## src/rtl/aes_inv_mixcols_seq.sv

```systemverilog
// Sequential AES InvMixColumns: one 128-bit state per handshake, COLS_PER_CYCLE columns per clock.
// Optional macro AES_MIXCOL_FWD_EN adds a fwd input that selects forward MixColumns per state.

module aes_gf_mul_const #(
  parameter logic [7:0] K = 8'h09
) (
  input  logic [7:0] a,
  output logic [7:0] y
);
  logic [7:0] p;

  // Shift-and-add over the constant's set bits, reducing by 0x11b at each doubling.
  always_comb begin
    y = 8'h00;
    p = a;
    for (int i = 0; i < 8; i++) begin
      if (K[i]) y = y ^ p;
      p = {p[6:0], 1'b0} ^ (p[7] ? 8'h1b : 8'h00);
    end
  end
endmodule

module aes_inv_mixcols_col (
  input  logic [31:0] col_in,
`ifdef AES_MIXCOL_FWD_EN
  output logic [31:0] fwd_out,
`endif
  output logic [31:0] inv_out
);
  logic [7:0] a  [4];
  logic [7:0] m9 [4];
  logic [7:0] mb [4];
  logic [7:0] md [4];
  logic [7:0] me [4];

  for (genvar r = 0; r < 4; r++) begin : g_lane
    assign a[r] = col_in[31-8*r -: 8];
    aes_gf_mul_const #(.K(8'h09)) u_m9 (.a(a[r]), .y(m9[r]));
    aes_gf_mul_const #(.K(8'h0b)) u_mb (.a(a[r]), .y(mb[r]));
    aes_gf_mul_const #(.K(8'h0d)) u_md (.a(a[r]), .y(md[r]));
    aes_gf_mul_const #(.K(8'h0e)) u_me (.a(a[r]), .y(me[r]));
    // Row r sees the coefficient row {e,b,d,9} rotated right by r.
    assign inv_out[31-8*r -: 8] = me[r] ^ mb[(r+1)%4] ^ md[(r+2)%4] ^ m9[(r+3)%4];
`ifdef AES_MIXCOL_FWD_EN
    assign fwd_out[31-8*r -: 8] = xt(a[r]) ^ xt(a[(r+1)%4]) ^ a[(r+1)%4]
                                ^ a[(r+2)%4] ^ a[(r+3)%4];
`endif
  end

`ifdef AES_MIXCOL_FWD_EN
  function automatic logic [7:0] xt(input logic [7:0] b);
    return {b[6:0], 1'b0} ^ (b[7] ? 8'h1b : 8'h00);
  endfunction
`endif
endmodule

module aes_inv_mixcols_seq #(
  parameter int COLS_PER_CYCLE = 1
) (
  input  logic         clk,
  input  logic         rst_n,
  input  logic         in_valid,
  output logic         in_ready,
  input  logic [127:0] in_state,
`ifdef AES_MIXCOL_FWD_EN
  input  logic         fwd,
`endif
  output logic         out_valid,
  input  logic         out_ready,
  output logic [127:0] out_state
);
  if (!(COLS_PER_CYCLE == 1 || COLS_PER_CYCLE == 2 || COLS_PER_CYCLE == 4)) begin : g_bad_cols
    $error("COLS_PER_CYCLE must be 1, 2 or 4");
  end

  localparam logic [1:0] STEP = 2'(COLS_PER_CYCLE % 4);
  localparam logic [1:0] LAST = 2'(4 - COLS_PER_CYCLE);

  typedef enum logic [1:0] {
    IDLE = 2'd0,
    BUSY = 2'd1,
    DONE = 2'd2
  } state_t;

  // Handshakes: a transfer happens on a rising edge where valid and ready are both high;
  // valid never drops without a transfer and the payload is held stable while valid waits.
  state_t       state_q, state_d;
  logic [1:0]   col_cnt_q, col_cnt_d;
  logic [127:0] work_q, work_d;
  logic [127:0] res_q, res_d;
  logic         out_valid_q, out_valid_d;
`ifdef AES_MIXCOL_FWD_EN
  logic         mode_q, mode_d;
`endif

  logic [31:0] work_col [4];
  logic [1:0]  col_idx  [COLS_PER_CYCLE];
  logic [31:0] col_res  [COLS_PER_CYCLE];
  logic        accept;

  for (genvar c = 0; c < 4; c++) begin : g_work_col
    assign work_col[c] = work_q[127-32*c -: 32];
  end

  for (genvar j = 0; j < COLS_PER_CYCLE; j++) begin : g_col
    logic [31:0] inv_col;
    assign col_idx[j] = col_cnt_q + 2'(j);
`ifdef AES_MIXCOL_FWD_EN
    logic [31:0] fwd_col;
    aes_inv_mixcols_col u_col (.col_in(work_col[col_idx[j]]), .fwd_out(fwd_col), .inv_out(inv_col));
    assign col_res[j] = mode_q ? fwd_col : inv_col;
`else
    aes_inv_mixcols_col u_col (.col_in(work_col[col_idx[j]]), .inv_out(inv_col));
    assign col_res[j] = inv_col;
`endif
  end

  // DONE may hand off and accept in the same cycle, so ready follows out_ready there.
  assign in_ready  = (state_q == IDLE) || ((state_q == DONE) && out_ready);
  assign accept    = in_valid && in_ready;
  assign out_valid = out_valid_q;
  assign out_state = res_q;

  always_comb begin
    state_d     = state_q;
    col_cnt_d   = col_cnt_q;
    work_d      = work_q;
    res_d       = res_q;
    out_valid_d = out_valid_q;
`ifdef AES_MIXCOL_FWD_EN
    mode_d      = mode_q;
`endif
    case (state_q)
      IDLE: begin
        if (accept) begin
          work_d    = in_state;
          col_cnt_d = 2'd0;
          state_d   = BUSY;
`ifdef AES_MIXCOL_FWD_EN
          mode_d    = fwd;
`endif
        end
      end
      BUSY: begin
        for (int j = 0; j < COLS_PER_CYCLE; j++) begin
          for (int c = 0; c < 4; c++) begin
            if (col_idx[j] == 2'(c)) res_d[127-32*c -: 32] = col_res[j];
          end
        end
        col_cnt_d = col_cnt_q + STEP;
        if (col_cnt_q == LAST) begin
          col_cnt_d   = 2'd0;
          state_d     = DONE;
          out_valid_d = 1'b1;
        end
      end
      DONE: begin
        if (out_ready) begin
          out_valid_d = 1'b0;
          state_d     = IDLE;
          if (in_valid) begin
            work_d    = in_state;
            col_cnt_d = 2'd0;
            state_d   = BUSY;
`ifdef AES_MIXCOL_FWD_EN
            mode_d    = fwd;
`endif
          end
        end
      end
      default: begin
        state_d     = IDLE;
        out_valid_d = 1'b0;
      end
    endcase
  end

  always_ff @(posedge clk or negedge rst_n) begin
    if (!rst_n) begin
      state_q     <= IDLE;
      col_cnt_q   <= 2'd0;
      work_q      <= 128'h0;
      res_q       <= 128'h0;
      out_valid_q <= 1'b0;
`ifdef AES_MIXCOL_FWD_EN
      mode_q      <= 1'b0;
`endif
    end else begin
      state_q     <= state_d;
      col_cnt_q   <= col_cnt_d;
      work_q      <= work_d;
      res_q       <= res_d;
      out_valid_q <= out_valid_d;
`ifdef AES_MIXCOL_FWD_EN
      mode_q      <= mode_d;
`endif
    end
  end
endmodule

```

## config.mk

```make
export PLATFORM = sky130hd
export DESIGN_NAME = aes_inv_mixcols_seq
export DESIGN_NICKNAME = d
export VERILOG_FILES = /design/src/rtl/aes_inv_mixcols_seq.sv
export SDC_FILE = /design/constraint.sdc
export NUM_CORES = 1
export LEC_CHECK = 0
export ABC_AREA = 0
export BUFFER_PORTS_ARGS = -buffer_cell sky130_fd_sc_hd__buf_2
export CELL_PAD_IN_SITES_DETAIL_PLACEMENT = 0
export CELL_PAD_IN_SITES_GLOBAL_PLACEMENT = 1
export CORE_MARGIN = 2
export CORE_UTILIZATION = 50
export CTS_CLUSTER_SIZE = 30
export DETAILED_ROUTE_END_ITERATION = 8
export PLACE_DENSITY = 0.83
export SLEW_MARGIN = 5
export SYNTH_ARGS = -nofsm -noshare
export SYNTH_HDL_FRONTEND = slang
export SYNTH_HIERARCHICAL = 1
export SYNTH_SLANG_ARGS = --single-unit
```

## constraint.sdc

```tcl
create_clock -name clk -period 5.61 [get_ports clk]
set_input_delay 0.561 -clock clk [delete_from_list [all_inputs] [get_ports clk]]
set_output_delay 0.561 -clock clk [all_outputs]
set_load 0.03 [all_outputs]
```

==> results of run 1 <==
## worst paths after layout
kind	startpoint	endpoint	slack [ns]	depth (start not counted)
worst max-delay path	col_cnt_q[0]$_DFFE_PN0P_	out_state[41]$_DFFE_PN0P_	1.98	6
min in group clk	in_state[68]	work_col[68]$_DFFE_PN0P_	0.24	2
worst min-delay path	rst_n	out_state[109]$_DFFE_PN0P_	0.04	1
worst min register to register	out_state[18]$_DFFE_PN0P_	out_state[18]$_DFFE_PN0P_	0.48	1
max in group asynchronous	rst_n	work_col[124]$_DFFE_PN0P_	4.28	2
worst max register to register	col_cnt_q[0]$_DFFE_PN0P_	out_state[41]$_DFFE_PN0P_	1.98	6
## layout make-up
type,instances,area [sq um],share of cell area
clock buffers,43,848,0.0507
flip-flops and latches,261,6530,0.391
diodes,2,5.00,0.000299
well taps,378,473,0.0283
inverters,3,11.3,0.000673
multi-input cells,647,7320,0.438
clock inverters,9,120,0.00718
repair buffers,270,1410,0.0843
## state kept, by name (all words and copies together) (netlist names)
register and count:
work_col 128, col_cnt_q 2, out_state 128, out_valid 1, state_q 2
## kinds of logic after synthesis
family / count (synthesis)
compound gates: 7
xor+xnor: 332
fa+ha+maj: 4
buf+inv: 37
flops: 261
mux: 288
simple gates: 16
## layout by cell type, fill, tap and decap left out, types with 16 or more instances in the layout
cell type,n
dfrtp_1,260
buf_2,260
xnor2_1,200
mux2_2,163
mux2_1,93
xor2_1,76
mux4_2,32
clkbuf_16,29
xor2_2,16
xnor3_1,16
## per-layer routing
metal / up-vias / global-route usage / share of wire
met3: 28 / 0.0419 / 0.058
met5: - / 0 / 0.00022
met1: 4130 / 0.307 / 0.45
met2: 231 / 0.353 / 0.48
li1: 3782 / - / -
met4: 2 / 0.0358 / 0.013
## worst max-delay path: stages (launching register included)
cell and delay, ns:
dfrtp_2 1.01, mux4_2 0.83, xor3_2 0.51, xor3_4 0.32, xnor2_1 0.33, xnor2_1 0.17
mux2_1 0.30
## per-stage QoR
step           instance area (sq um)  hold WS [ns]
5_1_grt                        16700         0.137
4_1_cts                        16700         0.112
2_1_floorplan                  14100         0.265
3_3_place_gp                   15700         0.468
3_5_place_dp                   15700         0.475
6_report                       16700        0.0432
==> metrics.md, run 1 <==
| Metric | Value |
|---|---|
| Status | completed |
| Number of global-route vias before repair | ~8,400 |
| PostCTS Resize Cnt | 0 |
| Seq cells post-synth | 261 |
| Pins over their slew limit | 0 |
| Avg Synthesized Cell Area | 14.9 sq um |
| Clock Latency Late Sink | 0.54 ns |
| Remaining DRCs | 0 |
| Routed len/inst | 19.6 microns |
| Worst EP arrival | ~4.0 ns |
| Simple-Gate Fraction of Synth Area | 0.00524 |
| Critical path class | flop to flop |
| Place WS | between 1.5 and 2 ns |
| Starting Density | 0.507 |
| Post-synthesis mux area share | 0.256 |
| Worst rel slew slack | 0.339 |
| Worst hold path class | input port to async pin |
| Largest net degree at the start of global routing | roughly 150 |
| Fin crit share | 0.648 |
| Crit path max fanout | 31 |
| Post-CTS setup buffer count | 0 |
| Via count | just over 8,000 |
| CTS Buf Count | 28 |
| Core Area | roughly 28,000 sq um |
| Die ar. | ~30,000 sq um |
| Synth Instances | 945 |
| Clock transition at path regs | 0.06 ns |
| Post-DP HPWL | 22.9 mm |
| Count leader, synth | dfrtp_1 |
| Worst Clk Skew | roughly 0.019 ns |
| Hold buffer count at cts | 0 |
| TritonRoute pass-1 iters | 4 |
| RePlAce Congestion | between 0.7 and 0.8 |
| Overall routing resource usage | 0.216 |
| Cell taking the most area after synthesis | dfrtp_1 |
| Post-route setup TNS | 0 ns |
| Yosys top cell area share | 0.463 |
| Worst setup EP type | flop |
| Final hold violations | 0 |
| Asr flop ratio synth | 1.00 |
| CP required | between 6 and 7 ns |
| Mapped cell area | approximately 14,000 sq um |
| Share of cells above drive strength 1 | 0.445 |
| Highest Clock Rate | approximately 280 MHz |
| Final WL | roughly 32 mm |
| Die height | 172 microns |
| Starting DRT DRC Count | between 300 and 400 |
| Main combinational cell family by area after synthesis | multiplexers |
| Type of origin of the critical path | flop |
| Distinct cells, synth | 28 |
| Sequential area share after synthesis | 0.463 |
| RSZ-0062 raised after global routing | false |
| Die width | ~170 microns |
| Compound-Gate Fraction of Synth Area | 0.00328 |
| Final core utilization | 0.602 |
| Dpl cells | 1,559 |
| Final instance count without filler cells | approximately 1,600 |
| Port Buffers | 261 |
| Ys flop type | dfrtp_1 |
| Root Driver | clkbuf_16 |
| Final worst setup slack | approximately 2.0 ns |
| First-pass GRT wire length | 49.0 mm |
| Worst Tran Pin Value | just under 1 ns |
| CTS H-tree depth | 1 |
| DR vias/cell | 5.07 |
| Area Overhead vs Synth | 18.6% |
| Syn. warnings | 6 |
| Synthesized net count | around 1,100 |
| Sink Count | 261 |
| Initial antenna violation count | 4 |
| Clock Tree Buf Depth | 3 |
| Fillers | 2,269 |
| CTS tree | done |
| Number of enable flip-flop cells after synthesis | 0 |
| Synth Area in XOR/XNOR | 0.251 |
| Max-cap violations | 0 |
| I/O Pins | 262 |
| Most common library cells after synthesis | dfrtp_1, xnor2_1, mux2_2 |
| GRT overflow | 0 |
| DRT antenna net count | 0 |
| Final setup violation count | 0 |
| Tmin final | about 3.6 ns |
| Row cnt | 61 |
| Area share of fa/ha/maj cells after synthesis | 0.00355 |
| Largest cells by area after synthesis | dfrtp_1, mux2_2, xnor2_1 |
| Final nets | 1,347 |
Power of run 1 is left out: the tool's default activity adds up to more than one toggle a clock period on the data nets, which glitch-free logic cannot reach.
==> inputs of run 2 (changes only) <==
--- a/config.mk
+++ b/config.mk
@@ -10,10 +10,10 @@
 export CELL_PAD_IN_SITES_DETAIL_PLACEMENT = 0
 export CELL_PAD_IN_SITES_GLOBAL_PLACEMENT = 1
 export CORE_MARGIN = 2
-export CORE_UTILIZATION = 50
+export CORE_UTILIZATION = 42
 export CTS_CLUSTER_SIZE = 30
 export DETAILED_ROUTE_END_ITERATION = 8
-export PLACE_DENSITY = 0.83
+export PLACE_DENSITY = 0.74
 export SLEW_MARGIN = 5
 export SYNTH_ARGS = -nofsm -noshare
 export SYNTH_HDL_FRONTEND = slang
==> constraint.sdc (replaced) <==
create_clock -name clk -period 3.2 [get_ports clk]
set_input_delay 0.32 -clock clk [delete_from_list [all_inputs] [get_ports clk]]
set_output_delay 0.32 -clock clk [all_outputs]
set_load 0.03 [all_outputs]
==> run 2 against run 1 <==
Setup slack got worse by 1.7 ns; sequential cell count did not move; sequential share of layout area fell by 3.6 points; first-iteration DRC count fell by 11%; core utilization fell by 4.8 points; final area rose by 10%; register-to-register slack got worse by 1.7 ns; die area rose by 19%; via count rose by 8.3%; critical path depth rose by 2.
==> metrics.md, run 2 (same netlist as run 1, synthesis figures left out) <==
| Metric | Value |
|---|---|
| Crit path max fanout | 20 (-35%) |
| Worst hold path class | input port to flop |
| Clock transition at path regs | 0.06 ns (about the same) |
| Worst rel slew slack | 0.431 (+0.0924) |
| First-pass GRT wire length | 55.2 mm (+12%) |
| CTS tree | done |
| Die height | 187 microns (+8.9%) |
| Worst Tran Pin Value | 0.853 ns (-0.139 ns) |
| Area Overhead vs Synth | 30.7% |
| Number of global-route vias before repair | 9,688 (+15%) |
| Clock Latency Late Sink | 0.56 ns (+0.02 ns) |
| Worst stage delay on the critical path | 0.69 ns (-0.32 ns) |
| GRT overflow | 0 (unchanged) |
| Remaining DRCs | 0 (unchanged) |
| Sink Count | 261 (unchanged) |
| Post-route setup TNS | 0 ns (unchanged) |
| Port Buffers | 261 (unchanged) |
| Starting Density | 0.423 (-0.0838) |
| Post-DP HPWL | 24.6 mm (+7.4%) |
| Slowest cell on crit path | mux4_2 |
| Tmin final | 2.93 ns (-0.704 ns) |
| DRT antenna net count | 0 (unchanged) |
| Highest Clock Rate | 341 MHz (+24%) |
| Fillers | 2,768 (+22%) |
| Crit-path cells | buf_12 > mux4_2 > buf_4 > xor2_2 > xnor3_1 > xor2_1 > xnor2_1 > mux2_1 |
| CP required | 3.64 ns (-2.38 ns) |
| Critical path class | flop to flop |
| Die ar. | 35,000 sq um (+19%) |
| Die width | 187 microns (+8.9%) |
| Worst setup EP type | flop |
| Hold buffer count at cts | 120 (+120) |
| Status | completed |
| Pins over their slew limit | 0 (unchanged) |
| Fin crit share | 0.915 (+0.268) |
| Final instance count without filler cells | 1,832 (+14%) |
| TritonRoute pass-1 iters | 4 (unchanged) |
| Core Area | 33,300 sq um (+20%) |
| Worst EP arrival | 3.37 ns (-0.67 ns) |
| Hold Startpoint | in_state[58] |
| Root Driver | clkbuf_16 |
| Dpl cells | 1,656 (+6.2%) |
| FF-to-FF Start | col_cnt_q[0]$_DFFE_PN0P_ |
| Largest net degree at the start of global routing | 112 (-24%) |
| Via count | 8,852 (+8.3%) |
| Final nets | 1,496 (+11%) |
| Initial antenna violation count | 2 (-2) |
| PostCTS Resize Cnt | 0 (unchanged) |
| Buf+Inv Stages, Crit Path | 2 (+2) |
| Worst Clk Skew | 0.0154 ns (-0.00332 ns) |
| Overall routing resource usage | 0.201 (-0.0152) |
| Most frequent cells in the layout | dfrtp_1, buf_2, xnor2_1 |
| Max-cap violations | 0 (unchanged) |
| Final WL | 34.9 mm (+10%) |
| Final setup violation count | 0 (unchanged) |
| RSZ-0062 raised after global routing | false |
| CTS Buf Count | 30 (+7.1%) |
| Type of origin of the critical path | flop |
| R2R setup slack | 0.27 ns (-1.71 ns) |
| CTS H-tree depth | 1 (unchanged) |
| Critical path launch point | col_cnt_q[0]$_DFFE_PN0P_ |
| Post-CTS setup buffer count | 0 (unchanged) |
| Top delay family on crit path | multiplexers |
| I/O Pins | 262 (unchanged) |
| DR vias/cell | 4.83 (-4.6%) |
| Final hold violations | 0 (unchanged) |
| Row cnt | 67 (+9.8%) |
| Clock Tree Buf Depth | 3 (unchanged) |
| RePlAce Congestion | 0.798 (+0.45%) |
| Share of cells above drive strength 1 | 0.422 (-0.0230) |
| Routed len/inst | 19.0 microns (-2.9%) |
| Starting DRT DRC Count | 313 (-11%) |
## run 2: layout make-up
type                    instances  area (sq um)  area share
diodes                          1          2.50    0.000136
clock buffers                  41           882      0.0479
clock inverters                14           223      0.0121
inverters                       3          11.3    0.000611
multi-input cells             647          7320       0.397
flip-flops and latches        261          6530       0.355
well taps                     448           561      0.0304
repair buffers                417          2890       0.157
## run 2: path summary, 6_finish.rpt
path,endpoint,cells after the start
max in group asynchronous,work_col[58]$_DFFE_PN0P_,3
hold reg to reg,out_state[90]$_DFFE_PN0P_,1
hold / removal,work_col[58]$_DFFE_PN0P_,2
setup reg to reg,out_state[19]$_DFFE_PN0P_,8
setup / recovery,out_state[19]$_DFFE_PN0P_,8
min in group asynchronous,out_state[48]$_DFFE_PN0P_,2
## run 2: worst register-to-register path, cell delays in order (launching register included)
cell     delay, ns
dfrtp_2       0.41
buf_12        0.21
mux4_2        0.69
buf_4         0.25
xor2_2        0.22
xnor3_1       0.37
xor2_1        0.18
xnor2_1       0.18
mux2_1        0.31
## run 2: layer usage
| metal | GRT usage | share of wire | vias to the layer above |
|---|---|---|---|
| met4 | 0.0577 | 0.024 | 2 |
| met3 | 0.0317 | 0.047 | 66 |
| met1 | 0.264 | 0.45 | 4467 |
| li1 | - | - | 4077 |
| met5 | 0 | 0.00037 | - |
| met2 | 0.344 | 0.48 | 240 |
## run 2: through the flow
stage	utilization	area (sq um)	hold WS, ns	worst slack (ns)
6_report	0.554	18400	0.0239	0.271
5_1_grt	0.554	18400	0.00417	0.0494
4_1_cts	0.553	18400	0.0000560	0.228
3_5_place_dp	0.484	16100	0.458	0.245
3_3_place_gp	0.484	16100	0.454	0.277
2_1_floorplan	-	14100	0.0244	0.0588
Power of run 2 is left out for the same reason.
